==> src/rtl/game_ctrl_pkg.sv <==
// Shared game definitions: status encodings seen by game_ctrl and the renderer,
// plus the score saturation helper.
package game_ctrl_pkg;

  typedef enum logic [1:0] {
    ST_LOAD      = 2'b00,
    ST_ACTIVATE  = 2'b01,
    ST_PAUSE     = 2'b10,
    ST_TERMINATE = 2'b11
  } game_state_t;

  localparam logic [15:0] SCORE_MAX = 16'hFFFF;

  // Increment that sticks at the top value instead of wrapping to zero.
  function automatic logic [15:0] sat_inc(input logic [15:0] value);
    return (value == SCORE_MAX) ? value : value + 16'd1;
  endfunction

endpackage

==> src/rtl/game_ctrl_btn_debounce.sv <==
// Raw button conditioning: 2-flop synchronizer, stability-window debouncer
// and a one-cycle press pulse on each debounced 0->1 transition.
module btn_debounce
  import game_ctrl_pkg::*;
#(
  parameter int DB_CYCLES = 1_000_000
) (
  input  logic clk,
  input  logic clr,
  input  logic btn,
  output logic press
);

  localparam int CW = (DB_CYCLES > 1) ? $clog2(DB_CYCLES) : 1;
  localparam logic [CW-1:0] CNT_LAST = CW'(DB_CYCLES - 1);

  logic          sync1_reg;
  logic          sync2_reg;
  logic          stable_reg;
  logic          press_reg;
  logic [CW-1:0] cnt_reg;

  // Bring the asynchronous button into the clk domain.
  always_ff @(posedge clk or negedge clr) begin
    if (!clr) begin
      sync1_reg <= 1'b0;
      sync2_reg <= 1'b0;
    end else begin
      sync1_reg <= btn;
      sync2_reg <= sync1_reg;
    end
  end

  // Accept a new level only after it has differed from the stable value for
  // DB_CYCLES consecutive cycles; any return to the stable value restarts it.
  always_ff @(posedge clk or negedge clr) begin
    if (!clr) begin
      cnt_reg    <= '0;
      stable_reg <= 1'b0;
      press_reg  <= 1'b0;
    end else if (sync2_reg == stable_reg) begin
      cnt_reg   <= '0;
      press_reg <= 1'b0;
    end else if (cnt_reg == CNT_LAST) begin
      cnt_reg    <= '0;
      stable_reg <= ~stable_reg;
      // Only the low-to-high toggle is a press; releases stay silent.
      press_reg  <= ~stable_reg;
    end else begin
      cnt_reg   <= cnt_reg + 1'b1;
      press_reg <= 1'b0;
    end
  end

  assign press = press_reg;

endmodule

==> src/rtl/game_ctrl.sv <==
// Game state controller: conditions buttons, crash and vsync, latches button
// presses until the next frame boundary, and steps the game FSM and frame
// score once per frame.
module game_ctrl
  import game_ctrl_pkg::*;
#(
  parameter int DB_CYCLES = 1_000_000
) (
  input  logic        clk,
  input  logic        clr,
  input  logic        btn_start,
  input  logic        btn_pause,
  input  logic        crash,
  input  logic        vsync,
  output logic [1:0]  status,
  output logic [15:0] score,
  output logic        frame_tick
);

  logic        start_press;
  logic        pause_press;
  logic        crash_sync1_reg;
  logic        crash_sync2_reg;
  logic        vs_sync1_reg;
  logic        vs_sync2_reg;
  logic        vs_prev_reg;
  logic        boundary;
  logic        start_pend_reg;
  logic        pause_pend_reg;
  game_state_t state_reg;
  logic [15:0] score_reg;
  logic        frame_tick_reg;

  btn_debounce #(.DB_CYCLES(DB_CYCLES)) u_start (
    .clk   (clk),
    .clr   (clr),
    .btn   (btn_start),
    .press (start_press)
  );

  btn_debounce #(.DB_CYCLES(DB_CYCLES)) u_pause (
    .clk   (clk),
    .clr   (clr),
    .btn   (btn_pause),
    .press (pause_press)
  );

  // Synchronize the crash level from the game logic.
  always_ff @(posedge clk or negedge clr) begin
    if (!clr) begin
      crash_sync1_reg <= 1'b0;
      crash_sync2_reg <= 1'b0;
    end else begin
      crash_sync1_reg <= crash;
      crash_sync2_reg <= crash_sync1_reg;
    end
  end

  // Synchronize vsync; flops reset high so reset release never looks like a fall.
  always_ff @(posedge clk or negedge clr) begin
    if (!clr) begin
      vs_sync1_reg <= 1'b1;
      vs_sync2_reg <= 1'b1;
      vs_prev_reg  <= 1'b1;
    end else begin
      vs_sync1_reg <= vsync;
      vs_sync2_reg <= vs_sync1_reg;
      vs_prev_reg  <= vs_sync2_reg;
    end
  end

  assign boundary = vs_prev_reg & ~vs_sync2_reg;

  // Hold presses until the next boundary; a press landing on the boundary
  // cycle itself survives into the following frame.
  always_ff @(posedge clk or negedge clr) begin
    if (!clr) begin
      start_pend_reg <= 1'b0;
      pause_pend_reg <= 1'b0;
    end else if (boundary) begin
      start_pend_reg <= start_press;
      pause_pend_reg <= pause_press;
    end else begin
      if (start_press) start_pend_reg <= 1'b1;
      if (pause_press) pause_pend_reg <= 1'b1;
    end
  end

  // Game FSM, score and frame tick, all updated from the boundary cycle.
  always_ff @(posedge clk or negedge clr) begin
    if (!clr) begin
      state_reg      <= ST_LOAD;
      score_reg      <= 16'd0;
      frame_tick_reg <= 1'b0;
    end else begin
      frame_tick_reg <= boundary;
      if (boundary) begin
        case (state_reg)
          ST_LOAD: begin
            if (start_pend_reg) begin
              state_reg <= ST_ACTIVATE;
              score_reg <= 16'd0;
            end
          end
          ST_ACTIVATE: begin
            // Crash wins over a pause requested in the same frame.
            if (crash_sync2_reg) begin
              state_reg <= ST_TERMINATE;
            end else if (pause_pend_reg) begin
              state_reg <= ST_PAUSE;
            end else begin
              score_reg <= sat_inc(score_reg);
            end
          end
          ST_PAUSE: begin
            if (pause_pend_reg || start_pend_reg) begin
              state_reg <= ST_ACTIVATE;
            end
          end
          ST_TERMINATE: begin
            if (start_pend_reg) begin
              state_reg <= ST_LOAD;
            end
          end
          default: state_reg <= ST_LOAD;
        endcase
      end
    end
  end

  assign status     = state_reg;
  assign score      = score_reg;
  assign frame_tick = frame_tick_reg;

endmodule

==> config.mk <==
export PLATFORM = sky130hd
export DESIGN_NAME = game_ctrl
export DESIGN_NICKNAME = d
export VERILOG_FILES = /design/src/rtl/game_ctrl_pkg.sv /design/src/rtl/game_ctrl_btn_debounce.sv /design/src/rtl/game_ctrl.sv
export SDC_FILE = /design/constraint.sdc
export NUM_CORES = 1
export LEC_CHECK = 0
export BUFFER_PORTS_ARGS = -buffer_cell sky130_fd_sc_hd__buf_4
export CAP_MARGIN = 20
export CORE_MARGIN = 2
export CORE_UTILIZATION = 54
export CTS_CLUSTER_SIZE = 24
export DETAILED_ROUTE_END_ITERATION = 7
export PLACE_DENSITY = 0.86
export SLEW_MARGIN = 20
export SYNTH_ARGS = -nofsm -noshare
export SYNTH_HDL_FRONTEND = slang
export SYNTH_HIERARCHICAL = 1
export SYNTH_SLANG_ARGS = --single-unit
export TNS_END_PERCENT = 1
==> constraint.sdc <==
create_clock -name clk -period 2.1 [get_ports clk]
set_input_delay 0 -clock clk [delete_from_list [all_inputs] [get_ports clk]]
set_output_delay 0 -clock clk [all_outputs]
set_load 0.03 [all_outputs]
After elaboration in Yosys (flattened, before gate mapping)
Cells that the tools add are included.
- flip-flop bits (word level): 74
- output and inout port bits: 19
- add/sub/neg operators: 3
- equal/unequal tests: 15
- muxes and demuxes: 23
- bitwise logic cells: 6
- reductions and logical operators: 9
- operators with widths (cell ; number):
    $mux 20 ; 4
    $mux 16 ; 4
    $add 20x1->20 const B ; 2
    $eq 20x20->1 const B ; 2
    $pmux 16 s2 ; 1
    $add 16x1->16 const B ; 1
    $eq 16x16->1 const B ; 1
    $ne 2x2->1 const B ; 6
    $mux 2 ; 5
    $mux 1 ; 8
    $pmux 2 s4 ; 1
    $reduce_and 6->1 ; 1
    $reduce_bool 2->1 ; 3
    $not 1->1 ; 5
    $reduce_and 5->1 ; 1
    $eq 2x2->1 const B ; 2
    $reduce_and 2->1 ; 2
    $ne 3x3->1 const B ; 1
    $eq 1x1->1 ; 2
    $eq 2x1->1 const B ; 1
    $logic_not 2->1 ; 1
    $and 1x1->1 ; 1
    $logic_or 1x1->1 ; 1

Longest topological paths before layout
- depth in word-level cells: 5
- depth in mapped cells: 6
- gate-level depth less buffers: 5

Modules after synthesis
The synthesis kept the hierarchy.
- by module, submodules not included (module ; times used ; cells an instance ; area an instance (um2)):
    btn_debounce ; 2 ; 116 ; 1136.1
    game_ctrl ; 1 ; 135 ; 1322.5

Worst setup path before layout
No wires, ideal clock.
- kind: reg-to-reg
- start point: register score_reg[1], in the netlist score[1]
- end point: register score_reg[2], in the netlist score[2]
- library setup time: 0.151 ns
- arrival: 1.939 ns
- required time: 1.949 ns
- setup slack: 0.011 ns
- stages on the path, launching flop included: 7
- path buffers: 1
- period minus slack after synthesis: 2.089 ns
- cell sequence: dfrtp_1 ha_1 nand4_4 or4_4 buf_6 a31oi_1 a31oi_1
- longest elaborated chain between the ends: 5
- elaborated cells on any way between the ends: 8
- classes of those cells: 1 x add/sub; 2 x eq/ne; 4 x mux; 1 x reduce/logical
- ends and longest elaborated chain (item ; RTL line ; source):
    start, declared ; game_ctrl.sv:31 ; logic [15:0] score_reg;
    start signal, assigned ; game_ctrl.sv:112 ; score_reg <= sat_inc(score_reg);
    $add 16x1->16 ; game_ctrl_pkg.sv:16 ; return (value == SCORE_MAX) ? value : value + 16'd1;
    $mux 16 ; game_ctrl_pkg.sv:16 ;
    $mux 16 ; game_ctrl.sv:109 ; end else if (pause_pend_reg) begin
    $mux 16 ; game_ctrl.sv:107 ; if (crash_sync2_reg) begin
    $pmux 16 s2 ; game_ctrl.sv:98 ; case (state_reg)
Several ways; a longest one is shown, not always the timed one. The select of a mux whose other input is x is not followed.
A chain may end at the register's enable or synchronous reset.

Final worst setup path
- start point: register u_pause.cnt_reg[6]
- end point: register u_pause.cnt_reg[17]
- longest elaborated chain between the ends: 3
- elaborated cells on any way between the ends: 4
- classes of those cells: 1 x add/sub; 1 x eq/ne; 2 x mux
- ends and longest elaborated chain (item ; RTL line ; source):
    start, declared ; game_ctrl_btn_debounce.sv:21 ; logic [CW-1:0] cnt_reg;
    start signal, assigned ; game_ctrl_btn_debounce.sv:50 ; cnt_reg <= cnt_reg + 1'b1;
    $add 20x1->20 / $eq 20x20->1 (equally long branches) ; game_ctrl_btn_debounce.sv:50, game_ctrl_btn_debounce.sv:44 ;
    $mux 20 (*) ; game_ctrl_btn_debounce.sv:44 ; end else if (cnt_reg == CNT_LAST) begin
    $mux 20 (*) ; game_ctrl_btn_debounce.sv:41 ; end else if (sync2_reg == stable_reg) begin
Every way passes the cells marked *; elsewhere a longest branch is shown, timed or not.

==> results.md <==
- Worst Hold Endpoint: vs_sync1_reg$_DFF_PN1_
- Total power: 2.643 mW
- Register area share after synthesis: 51.62%
- CP Cell Sequence: nand3_1, or4_1, or4_1, a21oi_1
- Worst-Margin Slew: 0.9001 ns
- Post-CTS setup-driven buffer insertion count: 0
- Fin worst setup slack: 0.1052 ns
- CP peak stage delay: 0.69 ns
- Final min period: 1.995 ns
- Synthesized cell area: 3595 sq um
- Routed length per instance: 14.64 um
- Total track usage: 21.37%
- Peak supply drop: 0.4738 mV
- Final wirelength: 7041 um
- First-pass GRT wire length: 12540 um
- Detail Placement HPWL: 4797 um
- Area growth, synth to finish: 14.62%
- Iter 0 DRT Violations: 246
- Syn nets: 376
- Antenna violations before repair: 0
- GP Congestion: 0.8422
- Final hold vios: 0
- Bufs and invs on worst path: 0
- Diodes inserted: 0
- Hold_sp: vsync
- Top delay family on crit path: simple AND/OR/NAND/NOR gates
- Maximum clock frequency: 501.3 MHz
- DRT Pass-1 Iters: 4
- Filler-free cell count of the finished design: 481
- Hold WC Path Type: input port to flop
- CTS clk-pin slew, worst paths: 0.07 ns
- Clk root buf: clkbuf_8
- Synth Register Bits: 74
- P_leak: 1.708 nW
- Critical Path Most Common Cell: or4_1
- Area contributors post-synth: dfrtp_1 (49%), nor2_1 (4.0%), nand3_1 (3.5%)
- Clk_skew: 0.01166 ns
- Launch point of the critical path: u_pause/cnt_reg[6]$_DFF_PN0_
- CTS Buf Count: 9
- Mapped Avg Cell Area: 9.795 sq um
- WS Path Type: flop to flop
- Worst-path fanout max: 9
- Nets: 408
- Fin. max-slew vios: 0
- Post-route ant nets: 0
- Die Y: 85.59 um
- Crit path required time: 2.37 ns
- Post-DP Area: 3856 sq um
- PortBufs: 24
- H-tree depth: 3
- EDFF count, synth: 0
- Depth of the most critical reg-to-reg path: 4
- Placed cell count: 460
- Cell count of the worst hold path: 2
- YS warnings: 6
- Slew HR: 39.99%
- Cell area after layout: 4120 sq um
- Crit path launch type: flop
- Vias in the first global route: 2866
- Clk sink count: 74
- Drc violations: 0
- Area leader, netlist: dfrtp_1
- Dpl ws: 0.03576 ns
- Mapped Cells: 367
- Origin of the critical flop-to-flop path: u_pause/cnt_reg[6]$_DFF_PN0_
- Netlist cell types: 47
- Cell with the most instances after synthesis: dfrtp_1
- CTS Buffer Depth: 2
- Slowest CP cell: or4_1
- Status: complete, no violations
- Initial Util: 56.29%
- Maxcap violations: 0
- Part of the cycle the worst path needs: 94.99%
- CP Capture Type: flop
- Final Setup Violations: 0
- Worst EP arrival: 2.27 ns
- TritonCTS clock tree: built
- Ys flop type: dfrtp_1
- Core area: 6386 sq um
- Clock latency on the worst-skew pair: 0.34 ns
- Die W: 85.59 um
- Vias per cell: 5.971
- Largest net degree at the start of global routing: 75
- Commonest cells post-synth: dfrtp_1 (71), nor2_1 (38), nand3_1 (25)
- Die area: 7326 sq um
- R2R setup slack: 0.11 ns
- Boundary Pins: 25
- Setup repair after global routing missed its margin: true
- Post-synth top area share: 49.43%
- R2R Path End: u_pause/cnt_reg[17]$_DFF_PN0_
- Overall via count from detail_route: 2872
- Layout cell share with drive strength beyond 1: 18.07%
- Post-synthesis async set-or-reset flop share: 100.0%
- Global route overflow: 0
- Power Density: 641.5 nW/um^2
- Num rows: 29
worst register-to-register path, cell delays in order, from the launching register on:
cell,delay (ns)
dfrtp_1,0.46
nand3_1,0.17
or4_1,0.69
or4_1,0.46
a21oi_1,0.15
layer usage:
metal  GRT usage [%]  wire length (um)  part of all wire (%)  vias to the layer above
li1                -                 -                     -                     1394
met1           26.73              3161                    45                     1402
met2           36.08              3502                    50                       63
met3           3.754               249                   3.5                       13
met4           10.25               128                   1.8                        0
met5               0                 0                     0                        -
worst max path at each step:
| stage | end | slack, ns | cells past startpoint |
|---|---|---|---|
| after floorplan | score[2]$_DFFE_PN0P_ | 0.01 | 6 |
| after global placement | u_pause/cnt_reg[18]$_DFF_PN0_ | 0.11 | 5 |
| after detailed placement | u_start/cnt_reg[18]$_DFF_PN0_ | 0.04 | 5 |
| after CTS | u_start/cnt_reg[18]$_DFF_PN0_ | 0.01 | 5 |
| after global routing | score[10]$_DFFE_PN0P_ | -0.03 | 5 |
| final | u_pause/cnt_reg[17]$_DFF_PN0_ | 0.11 | 4 |
cell usage in the layout, fill, tap and decap left out, drive strengths merged, types with 2 or more instances in the layout:
cell type    instances
o21ai               17
nor3                 9
a21o                 2
mux2                 2
o211ai               4
nand2b               6
o31ai                7
nand3               28
ha                   3
clkbuf              14
dfrtp               71
a21boi               2
nor2                38
or2                  2
and3                 5
and3b                2
nor4                 8
a31oi               18
inv                 19
xor2                10
xnor2               12
dlygate4sd3          5
or3                 10
dfstp                3
or4                 13
nand2               19
buf                 31
nor4bb               2
and2                 2
nand4               11
a2bb2oi              2
a21oi               19
timing repair:
action,4_1_cts,5_1_grt
gates resized for setup,0,5
hold endpoints to repair,75,0
endpoints found under the setup margin,0,19
hold buffers,5,0
per-stage QoR:
| step | utilization (%) | hold slack [ns] | TNS (ns) |
|---|---|---|---|
| 2_1_floorplan | - | -0.2956 | 0 |
| 3_3_place_gp | 60.38 | 0.1092 | 0 |
| 3_5_place_dp | 60.38 | 0.1106 | 0 |
| 4_1_cts | 64.26 | 0.2930 | 0 |
| 5_1_grt | 64.52 | 0.2978 | -0.02738 |
| 6_report | 64.52 | 0.3085 | 0 |
power by group:
group	internal [mW]	switching [mW]
Sequential	1.45	0.0157
Combinational	0.0313	0.0586
Clock	0.614	0.478
cells by family (layout without fill, tap and decap cells):
logic type | Yosys count | after routing | share of synthesized area (%)
AOI/OAI and AO/OA | 74 | 74 | 12.57
and+or+nand+nor | 157 | 157 | 24.64
muxes | 3 | 3 | 0.9049
DFF | 74 | 74 | 51.62
buffers and inverters | 34 | 71 | 3.863
xor gates and xnor gates | 22 | 22 | 5.360
adders and majority gates | 3 | 3 | 1.044
final cells by class:
type | count | area [sq um]
clock buffer | 14 | 162.7
clock inverter | 2 | 35.03
fill | 496 | 2266
inverter | 19 | 71.32
multi-input combinational | 259 | 1617
sequential | 74 | 1856
tap | 77 | 96.34
timing repair buffer | 36 | 282.8
Power figures use the tool's default switching activity.
